**src/rtl/fb_arbiter.sv**
```systemverilog
// Single-port frame-buffer RAM arbiter: display fetches take absolute priority,
// writer words are buffered in a small in-order FIFO and drained when the port is free.
module fb_arbiter #(
  parameter int ADDR_W     = 17,
  parameter int DATA_W     = 12,
  parameter int FIFO_DEPTH = 4,
  parameter int RD_LAT     = 2
) (
  input  logic              clk,
  input  logic              reset,
  input  logic              disp_req,
  input  logic [ADDR_W-1:0] disp_addr,
  output logic              disp_valid,
  output logic [DATA_W-1:0] disp_data,
  input  logic              wr_valid,
  output logic              wr_ready,
  input  logic [ADDR_W-1:0] wr_addr,
  input  logic [DATA_W-1:0] wr_data,
  output logic [ADDR_W-1:0] mem_addr,
  output logic              mem_we,
  output logic [DATA_W-1:0] mem_din,
  input  logic [DATA_W-1:0] mem_dout,
  output logic [15:0]       stall_count
);
  localparam int PTR_W = $clog2(FIFO_DEPTH);
  localparam int CNT_W = $clog2(FIFO_DEPTH + 1);
  localparam logic [CNT_W-1:0] FULL_CNT = CNT_W'(FIFO_DEPTH);

  function automatic logic [15:0] sat_inc(input logic [15:0] v);
    return (v == 16'hFFFF) ? v : v + 16'd1;
  endfunction

  logic [ADDR_W-1:0] fifo_addr_q [FIFO_DEPTH];
  logic [DATA_W-1:0] fifo_data_q [FIFO_DEPTH];
  logic [PTR_W-1:0]  wr_ptr_q, wr_ptr_d, rd_ptr_q, rd_ptr_d;
  logic [CNT_W-1:0]  count_q, count_d;
  logic              wr_ready_q, wr_ready_d;
  logic [15:0]       stall_q, stall_d;
  logic [ADDR_W-1:0] mem_addr_q, mem_addr_d;
  logic [DATA_W-1:0] mem_din_q, mem_din_d;
  logic              mem_we_q, mem_we_d;
  logic [RD_LAT:0]   vld_q, vld_d;
  logic              push, grant_disp, grant_wr;

  always_comb begin
    grant_disp = disp_req;
    grant_wr   = !disp_req && (count_q != '0);
    push       = wr_valid && wr_ready_q;

    wr_ptr_d = push     ? wr_ptr_q + PTR_W'(1) : wr_ptr_q;
    rd_ptr_d = grant_wr ? rd_ptr_q + PTR_W'(1) : rd_ptr_q;
    count_d  = count_q;
    if (push && !grant_wr) begin
      count_d = count_q + CNT_W'(1);
    end else if (!push && grant_wr) begin
      count_d = count_q - CNT_W'(1);
    end
    // Ready is registered from next occupancy so wr_valid never reaches wr_ready.
    wr_ready_d = (count_d < FULL_CNT);
    stall_d    = (wr_valid && !wr_ready_q) ? sat_inc(stall_q) : stall_q;

    mem_addr_d = mem_addr_q;
    mem_din_d  = mem_din_q;
    mem_we_d   = 1'b0;
    if (grant_disp) begin
      mem_addr_d = disp_addr;
    end else if (grant_wr) begin
      mem_addr_d = fifo_addr_q[rd_ptr_q];
      mem_din_d  = fifo_data_q[rd_ptr_q];
      mem_we_d   = 1'b1;
    end

    vld_d[0] = grant_disp;
    for (int i = 1; i <= RD_LAT; i++) begin
      vld_d[i] = vld_q[i-1];
    end
  end

  // Stage p0: grant decision registered onto the RAM port and read-valid pipe
  always_ff @(posedge clk) begin
    if (reset) begin
      wr_ptr_q   <= '0;
      rd_ptr_q   <= '0;
      count_q    <= '0;
      wr_ready_q <= 1'b0;
      stall_q    <= '0;
      mem_addr_q <= '0;
      mem_din_q  <= '0;
      mem_we_q   <= 1'b0;
      vld_q      <= '0;
    end else begin
      wr_ptr_q   <= wr_ptr_d;
      rd_ptr_q   <= rd_ptr_d;
      count_q    <= count_d;
      wr_ready_q <= wr_ready_d;
      stall_q    <= stall_d;
      mem_addr_q <= mem_addr_d;
      mem_din_q  <= mem_din_d;
      mem_we_q   <= mem_we_d;
      vld_q      <= vld_d;
    end
  end

  always_ff @(posedge clk) begin
    if (push) begin
      fifo_addr_q[wr_ptr_q] <= wr_addr;
      fifo_data_q[wr_ptr_q] <= wr_data;
    end
  end

  assign wr_ready    = wr_ready_q;
  assign stall_count = stall_q;
  assign mem_addr    = mem_addr_q;
  assign mem_din     = mem_din_q;
  assign mem_we      = mem_we_q;
  assign disp_valid  = vld_q[RD_LAT];
  assign disp_data   = disp_valid ? mem_dout : '0;

endmodule

```
**config.mk**
```make
export PLATFORM = sky130hd
export DESIGN_NAME = fb_arbiter
export DESIGN_NICKNAME = d
export VERILOG_FILES = /design/src/rtl/fb_arbiter.sv
export SDC_FILE = /design/constraint.sdc
export NUM_CORES = 1
export LEC_CHECK = 0
export CAP_MARGIN = 5
export CORE_MARGIN = 4
export CORE_UTILIZATION = 55
export DETAILED_ROUTE_END_ITERATION = 10
export PLACE_DENSITY = 0.84
export SLEW_MARGIN = 40
export SYNTH_ARGS = -nofsm -noshare
export SYNTH_HDL_FRONTEND = slang
export SYNTH_SLANG_ARGS = --single-unit
```
**constraint.sdc**
```tcl
create_clock -name clk -period 5.5 [get_ports clk]
set_input_delay 1.1 -clock clk [delete_from_list [all_inputs] [get_ports clk]]
set_output_delay 1.1 -clock clk [all_outputs]
set_load 0.01 [all_outputs]
```
==> results_dict.tcl, run 1 <==
set metrics [dict create \
    status "completed" \
    dr.pass1.iters 5 \
    rows 40 \
    grt_pass1_wl_um 22200 \
    ys_top_cells_by_area "edfxtp_1, dfxtp_1, mux4_2, mux2i_1, a211oi_1" \
    use_met1 0.245 \
    period_minus_slack_ns 3.31 \
    slowest_stage "clkdlybuf4s50_1" \
    wl_per_cell_um 18.0 \
    cp_common_cell "clkdlybuf4s50_1" \
    drc 0 \
    ir_drop_uv 232 \
    clkPwrFrac 0.366 \
    clock_latency_ns 0.43 \
    wirelength_um 13700 \
    timing.slew.headroom 0.545 \
    syn_to_final_growth_pct 28.0 \
    dp_cells 731 \
    cts_tree "built" \
    core-area_um2 12100 \
    die_w_um 120 \
    holdCritStartpoint "vld_q[1]$_SDFF_PP0_" \
    grt_max_degree 61 \
    postCtsHoldBufs 0 \
    cts_sinks 175 \
    netlist_instances 463 \
    rsz0062_at_grt "no" \
    power_frac_seq 0.505 \
    hold_violations 0 \
    root_buffer "clkbuf_16" \
    die_h_um 120 \
    syn_area_um2 6840 \
    grtUsageTotal 0.203 \
    clockBufferDepth 2 \
    cp_data_arrival_time_ns 2.21 \
    slowest_delay_ns 0.53 \
    min-delay-path-class "reg2reg" \
    clkTransAtPathRegs_ns 0.06 \
    die_area_um2 14300 \
    place.gp.congestion 0.860 \
    p_sw_mw 0.692 \
    p_int_mw 2.30 \
    final_nets 654 \
    end_kind "output pin" \
    syn_avg_cell_area_um2 14.8 \
    swShare 0.231 \
    synth-main-ff-cell "edfxtp_1" \
    dr.first_iter.drc_count 366 \
    final_common_cell "clkdlybuf4s50_1" \
    ios 122 \
    worstMarginPinSlew_ns 0.682 \
    setup-violations-final 0 \
    yosys_register_bits 175 \
    min_delay_path_depth 1 \
    cts_resized 0 \
    ys_types 44 \
    async_flop_share 0 \
    cts_setup_buffers 0 \
    required_ns 4.40 \
    rrSetupSlack_ns 2.95 \
    initial_utilization 0.565 \
    cap_violations 0 \
    cts_htree_levels 4 \
    combPwrFrac 0.129 \
    p_leak_nw 2.96 \
    critical_path_class "in2out" \
    fin_crit_sh 0.602 \
    antenna_found_initial 0 \
    synth.top_cell.area_share 0.509 \
    grt_pass1_vias 4264 \
    n_antenna_cell 0 \
    ff2ff_path_depth 10 \
    r2r-start "count_q[0]$_SDFFE_PP0P_" \
    worstPathMaxFanout 1 \
    antenna_left 0 \
    drive_above_1_share 0.116 \
    hpwl_um 9190 \
    grt.met2_usage 0.340 \
    synth_fp_nets 535 \
    synth-warning-count 0 \
    instances_no_fill 763 \
    tns_ns 0 \
    grt_busiest_layer "met2" \
    synth_top_area_cell "edfxtp_1" \
    final_max_slew_viol_count 0 \
    fin_worst_skew_ns 0.00760 \
    power_density_nw_per_um2 342 \
    path_cells "clkdlybuf4s50_1 -> and2_1 -> clkdlybuf4s50_1" \
    num_vias 4180 \
    use_met3 0.0617 \
    start_kind "input pin" \
    cts_buffers 17 \
    hold_end "vld_q[2]$_SDFF_PP0_" \
    yosysSeqAreaShare 0.682 \
    max_freq_ghz 0.302 \
    synth_edf_count 116 \
    via_per_inst 5.48 \
    most-common-layout-cells "clkdlybuf4s50_1, edfxtp_1, dfxtp_1" \
    overflow 0 \
    port_buffers 121 \
]
cell type report:
type,instances,area [µm²]
clock buffer,20,447
clock inverter,12,96.3
fill,776,3360
inverter,11,41.3
multi-input combinational,250,2040
sequential,175,4670
tap,168,210
timing repair buffer,127,1250
kinds of logic (layout without fill, tap and decap cells):
family / Yosys count / in the layout / synth area share
AOI/OAI and AO/OA: 61 / 61 / 0.0565
muxes: 49 / 49 / 0.125
DFF: 175 / 175 / 0.682
adders and majority gates: 10 / 10 / 0.0183
and+or+nand+nor: 126 / 126 / 0.0905
xor gates and xnor gates: 4 / 4 / 0.00512
buffers and inverters: 38 / 170 / 0.0227
synthesized netlist by cell type (2+ instances only):
cell and instances:
inv_1 11, or4_1 2, nor4b_1 2, mux2i_1 18, o21ai_0 6, nor2_1 36
nor2b_1 6, nor3b_1 2, clkbuf_1 20, nand4_1 5, a211oi_1 21, nand2_1 33
nor3_1 6, or3_1 4, buf_1 2, mux2_1 2, and3_1 5, xnor2_1 3
buf_2 4, nand2b_1 3, mux4_2 29, nand3_1 4, ha_1 10, and2_1 12
a21oi_1 23, nor4_1 2, a31oi_1 2, edfxtp_1 116, dfxtp_1 59
critical path: cells and delay by family:
family	cells	cell delay (ns)
simple gates	1	0.12
buf+inv	2	0.99
metal layers:
metal,wire length [µm],up-vias
met1,5610,2028
met5,0,-
met3,846,28
met2,6930,136
li1,-,1988
met4,361,0
power groups by stage:
| stage | Combinational [mW] | Clock [mW] | Sequential (mW) |
|---|---|---|---|
| after floorplan | 0.217 | 0 | 1.54 |
| after global placement | 0.376 | 0 | 1.54 |
| after detailed placement | 0.389 | 0 | 1.54 |
| after CTS | 0.392 | 1.11 | 1.52 |
| after global routing | 0.423 | 1.17 | 1.52 |
| final | 0.386 | 1.10 | 1.51 |
through the flow:
step	utilization	setup WS [ns]	area (µm²)	hold slack [ns]	total power, mW
finish	0.723	2.19	8750	0.433	3.00
global route	0.723	2.14	8750	0.463	3.12
CTS	0.722	2.17	8750	0.442	3.02
detailed placement	0.677	1.94	8200	0.428	1.93
global placement	0.676	2.03	8190	0.417	1.92
floorplan	-	2.74	6840	0.414	1.76
flip-flops by register name, summed over array words and instances, names as in the netlist, named ones only:
name / flops
stall_count: 16
rd_ptr_q: 2
wr_ready: 1
count_q: 2
vld_q: 3
wr_ptr_q: 2
mem_we: 1
fifo_data_q: 48
mem_addr: 17
fifo_addr_q: 68
mem_din: 12
worst max-delay path by stage:
stage	start	to	slack, ns
2_1_floorplan	disp_req	register	2.74
3_3_place_gp	disp_req	register	2.03
3_5_place_dp	disp_req	wr_ready$_SDFF_PP0_	1.94
4_1_cts	mem_dout[2]	disp_data[2]	2.17
5_1_grt	mem_dout[3]	disp_data[3]	2.14
6_report	mem_dout[2]	disp_data[2]	2.19
No activity file was read; power rests on OpenSTA's default activity.
==> inputs of run 2 (changes only) <==
CORE_UTILIZATION = 47   (was 55)
PLACE_DENSITY = 0.76   (was 0.84)
clock period = 2.9 ns   (was 5.5 ns; I/O delays follow)
==> results_dict.tcl, run 2 (synthesized netlist as in run 1, its figures left out) <==
set metrics [dict create \
    fillCellCount 1017 \
    seqCellArea_um2 4670 \
    p_leak_nw 2.99 \
    holdWs_ns 0.441 \
    period_minus_slack_ns 2.34 \
    via_per_inst 5.49 \
    clkTransAtPathRegs_ns 0.06 \
    wl_per_cell_um 18.5 \
    post_dp_cell_area_um2 8250 \
    drive_above_1_share 0.123 \
    grt_max_degree 40 \
    power_density_nw_per_um2 662 \
    worstMarginPinSlew_ns 0.733 \
    fin_worst_skew_ns 0.00970 \
    antenna_found_initial 0 \
    port_buffers 121 \
    cts_setup_buffers 0 \
    cts_tree "built" \
    final_max_slew_viol_count 0 \
    core-area_um2 14000 \
    grtUsageTotal 0.184 \
    end_kind "register" \
    start_kind "register" \
    drc 0 \
    final_nets 660 \
    multi_input_area_um2 2020 \
    ios 122 \
    antenna_left 0 \
    timing.slew.headroom 0.511 \
    hold_violations 0 \
    largest_reg_flops 68 \
    overflow 0 \
    grt_pass1_wl_um 23200 \
    instances_no_fill 781 \
    syn_to_final_growth_pct 29.1 \
    dr.first_iter.drc_count 206 \
    root_buffer "clkbuf_16" \
    wirelength_um 14500 \
    cts_buffers 17 \
    swShare 0.233 \
    worstPathMaxFanout 15 \
    postCtsHoldBufs 0 \
    fin_crit_sh 0.806 \
    setup-violations-final 0 \
    power_frac_seq 0.490 \
    required_ns 3.18 \
    die_w_um 129 \
    grt_pass1_vias 4455 \
    ir_drop_uv 455 \
    hpwl_um 9440 \
    combPwrFrac 0.130 \
    max_freq_ghz 0.428 \
    cap_violations 0 \
    cts_htree_levels 4 \
    final_common_cell "clkdlybuf4s50_1" \
    dr.pass1.iters 4 \
    cts_resized 0 \
    place.gp.congestion 0.768 \
    clockBufferDepth 2 \
    cts_sinks 175 \
    power_mw 5.85 \
    dp_cells 749 \
    die_area_um2 16600 \
    status "completed" \
    initial_utilization 0.487 \
    cp_data_arrival_time_ns 2.62 \
    min-delay-path-class "reg2reg" \
    tns_ns 0 \
    rsz0062_at_grt "no" \
    most-common-layout-cells "clkdlybuf4s50_1, edfxtp_1, dfxtp_1" \
    regMostFlops "fifo_addr_q" \
    rows 43 \
    fin_area_um2 8830 \
    p_sw_mw 1.36 \
    clkPwrFrac 0.380 \
    clock_latency_ns 0.42 \
    critical_path_class "reg2reg" \
    p_int_mw 4.48 \
    n_antenna_cell 0 \
    die_h_um 129 \
    num_vias 4289 \
]
[run 2: area by class of cell]
cell class,count,area share
tap,180,0.0255
timing repair buffer,133,0.147
clock inverter,13,0.0157
multi-input combinational,250,0.229
clock buffer,19,0.0501
sequential,175,0.528
inverter,11,0.00467
[run 2: path summary, 6_finish.rpt]
kind	start	endpoint	slack (ns)	cells after the start
setup / recovery	count_q[0]$_SDFFE_PP0P_	register	0.56	10
hold / removal	vld_q[1]$_SDFF_PP0_	vld_q[2]$_SDFF_PP0_	0.44	1
setup reg to reg	count_q[0]$_SDFFE_PP0P_	register	0.56	10
hold reg to reg	vld_q[1]$_SDFF_PP0_	vld_q[2]$_SDFF_PP0_	0.44	1
[run 2: stage by stage]
| step | worst slack, ns | utilization |
|---|---|---|
| finish | 0.562 | 0.629 |
| global route | 0.331 | 0.629 |
| CTS | 0.576 | 0.629 |
| detailed placement | 0.159 | 0.587 |
| global placement | 0.253 | 0.587 |
| floorplan | 0.540 | - |
[run 2: power groups by stage]
stage | registers (mW) | logic [mW] | clock network [mW]
6_report | 2.86 | 0.763 | 2.22
5_1_grt | 2.88 | 0.834 | 2.37
4_1_cts | 2.86 | 0.775 | 2.27
3_5_place_dp | 2.92 | 0.767 | 0
3_3_place_gp | 2.91 | 0.745 | 0
2_1_floorplan | 2.92 | 0.411 | 0
[run 2: critical path, stage by stage (launching register included)]
cell and delay (ns):
dfxtp_1 0.33, inv_1 0.11, ha_1 0.14, nor2b_1 0.28
or2_2 0.37, inv_1 0.11, ha_1 0.36, inv_1 0.12
o221ai_1 0.13, a22oi_1 0.20, nor2_1 0.06
[run 2: routing by layer]
layer  GRT usage  wire (µm)
met5           0          0
met4      0.0846        368
met3      0.0407        820
met2       0.323       7730
met1       0.215       5560
==> inputs of run 3 (changes only) <==
CORE_UTILIZATION = 52   (was 47)
PLACE_DENSITY = 0.8   (was 0.76)
clock period = 2.4 ns   (was 2.9 ns; I/O delays follow)
==> results_dict.tcl, run 3 (synthesized netlist as in run 1, its figures left out) <==
set metrics [dict create \
    status "completed" \
    cts_setup_buffers 0 \
    hpwl_um 9090 \
    cp_data_arrival_time_ns 1.61 \
    antenna_left 0 \
    root_buffer "clkbuf_16" \
    ios 122 \
    cts_htree_levels 4 \
    fin_crit_sh 0.871 \
    clock_latency_ns 0.43 \
    die_w_um 123 \
    grtUsageTotal 0.205 \
    power_mw 7.22 \
    wirelength_um 14500 \
    instances_no_fill 779 \
    most-common-layout-cells "clkdlybuf4s50_1, edfxtp_1, dfxtp_1" \
    start_kind "register" \
    grt_pass1_vias 4389 \
    p_leak_nw 3.04 \
    via_per_inst 5.61 \
    clkTransAtPathRegs_ns 0.06 \
    path_cells "and2_1 -> clkdlybuf4s50_1" \
    cpLargestDelayFamily "buffers and inverters" \
    final_util 0.701 \
    cts_resized 0 \
    p_int_mw 5.52 \
    place.gp.congestion 0.827 \
    worstPathMaxFanout 13 \
    wl_per_cell_um 18.6 \
    fin_worst_skew_ns 0.00798 \
    drc 0 \
    worstPathBufferInverterCount 1 \
    drive_above_1_share 0.133 \
    required_ns 1.92 \
    slowest_stage "clkdlybuf4s50_1" \
    power_density_nw_per_um2 806 \
    max_freq_ghz 0.478 \
    swShare 0.235 \
    min-delay-path-class "reg2reg" \
    rsz0062_at_grt "no" \
    grt_max_degree 38 \
    postCtsHoldBufs 0 \
    clkPwrFrac 0.390 \
    critical_path_class "reg2out" \
    timing.slew.headroom 0.538 \
    cap_violations 0 \
    rows 41 \
    ir_drop_uv 449 \
    final_common_cell "clkdlybuf4s50_1" \
    dr.first_iter.drc_count 418 \
    n_antenna_cell 0 \
    fillCellCount 826 \
    p_sw_mw 1.70 \
    die_h_um 123 \
    grt_pass1_wl_um 23000 \
    worstMarginPinSlew_ns 0.693 \
    antenna_found_initial 0 \
    cts_tree "built" \
    port_buffers 121 \
    power_frac_seq 0.479 \
    combPwrFrac 0.131 \
    die_area_um2 15100 \
    initial_utilization 0.536 \
    num_vias 4369 \
    overflow 0 \
    cts_buffers 17 \
    period_minus_slack_ns 2.09 \
    rrSetupSlack_ns 0.34 \
    cts_sinks 175 \
    hold_violations 0 \
    dr.pass1.iters 5 \
    holdWs_ns 0.438 \
    core-area_um2 12800 \
    setup-violations-final 0 \
    regMostFlops "fifo_addr_q" \
    end_kind "output pin" \
    slowest_delay_ns 0.54 \
    clockBufferDepth 2 \
    final_nets 666 \
    dp_cells 747 \
    largest_reg_flops 68 \
    syn_to_final_growth_pct 30.9 \
    final_max_slew_viol_count 0 \
]
-- run 3: cell types whose count changed in the layout (fill, tap and decap cells not counted) --
cell        before  now
bufinv_16        2    3
inv_6            2    3
dfxtp_1         58   59
clkbuf_8         1    0
buf_12           0    5
buf_4           12   13
clkinv_2         2    0
clkbuf_1         1    0
clkinvlp_4       4    7
clkinv_1         1    0
dfxtp_2          1    0
-- run 3: metrics by stage --
stage          area (µm²)  worst slack (ns)  TNS, ns
6_report             8960             0.310        0
5_1_grt              8960             0.179        0
4_1_cts              8960             0.262        0
3_5_place_dp         8350           -0.0237  -0.0237
3_3_place_gp         8350          0.000698        0
2_1_floorplan        6840            0.0398        0
-- run 3: path summary, 6_finish.rpt --
path                              end                     from  cells past startpoint
setup / recovery         disp_data[1]      vld_q[2]$_SDFF_PP0_                      2
hold / removal    vld_q[1]$_SDFF_PP0_      vld_q[0]$_SDFF_PP0_                      1
setup reg to reg             register  count_q[0]$_SDFFE_PP0P_                     10
hold reg to reg   vld_q[1]$_SDFF_PP0_      vld_q[0]$_SDFF_PP0_                      1
-- run 3: final cells by class --
type | count | area, µm² | area share
flip-flops and latches | 175 | 4660 | 0.521
multi-input cells | 250 | 2020 | 0.226
repair buffers | 139 | 1400 | 0.157
clock buffers | 17 | 425 | 0.0475
well taps | 172 | 215 | 0.0240
clock inverters | 15 | 186 | 0.0208
inverters | 11 | 41.3 | 0.00461
-- run 3: worst reg2reg max path, cell delays in order (launching register included) --
cell      delay (ns)
dfxtp_1         0.37
inv_1           0.09
ha_1            0.19
nor2b_1         0.16
or2_2           0.30
inv_1           0.08
ha_1            0.28
inv_1           0.09
o221ai_1        0.12
a22oi_1         0.22
nor2_1          0.06
-- run 3: power groups by stage --
| stage | Combinational [mW] | Clock [mW] | Sequential, mW |
|---|---|---|---|
| final | 0.949 | 2.81 | 3.45 |
| after global routing | 1.03 | 2.99 | 3.47 |
| after CTS | 0.960 | 2.85 | 3.46 |
| after detailed placement | 0.950 | 0 | 3.52 |
| after global placement | 0.919 | 0 | 3.51 |
| after floorplan | 0.497 | 0 | 3.53 |
-- run 3: metal layers --
layer	vias to the layer above	wire length, µm	track usage
met1	2162	5830	0.256
met4	0	314	0.0833
met5	-	0	0
met3	26	886	0.0539
li1	2013	-	-
met2	168	7470	0.341
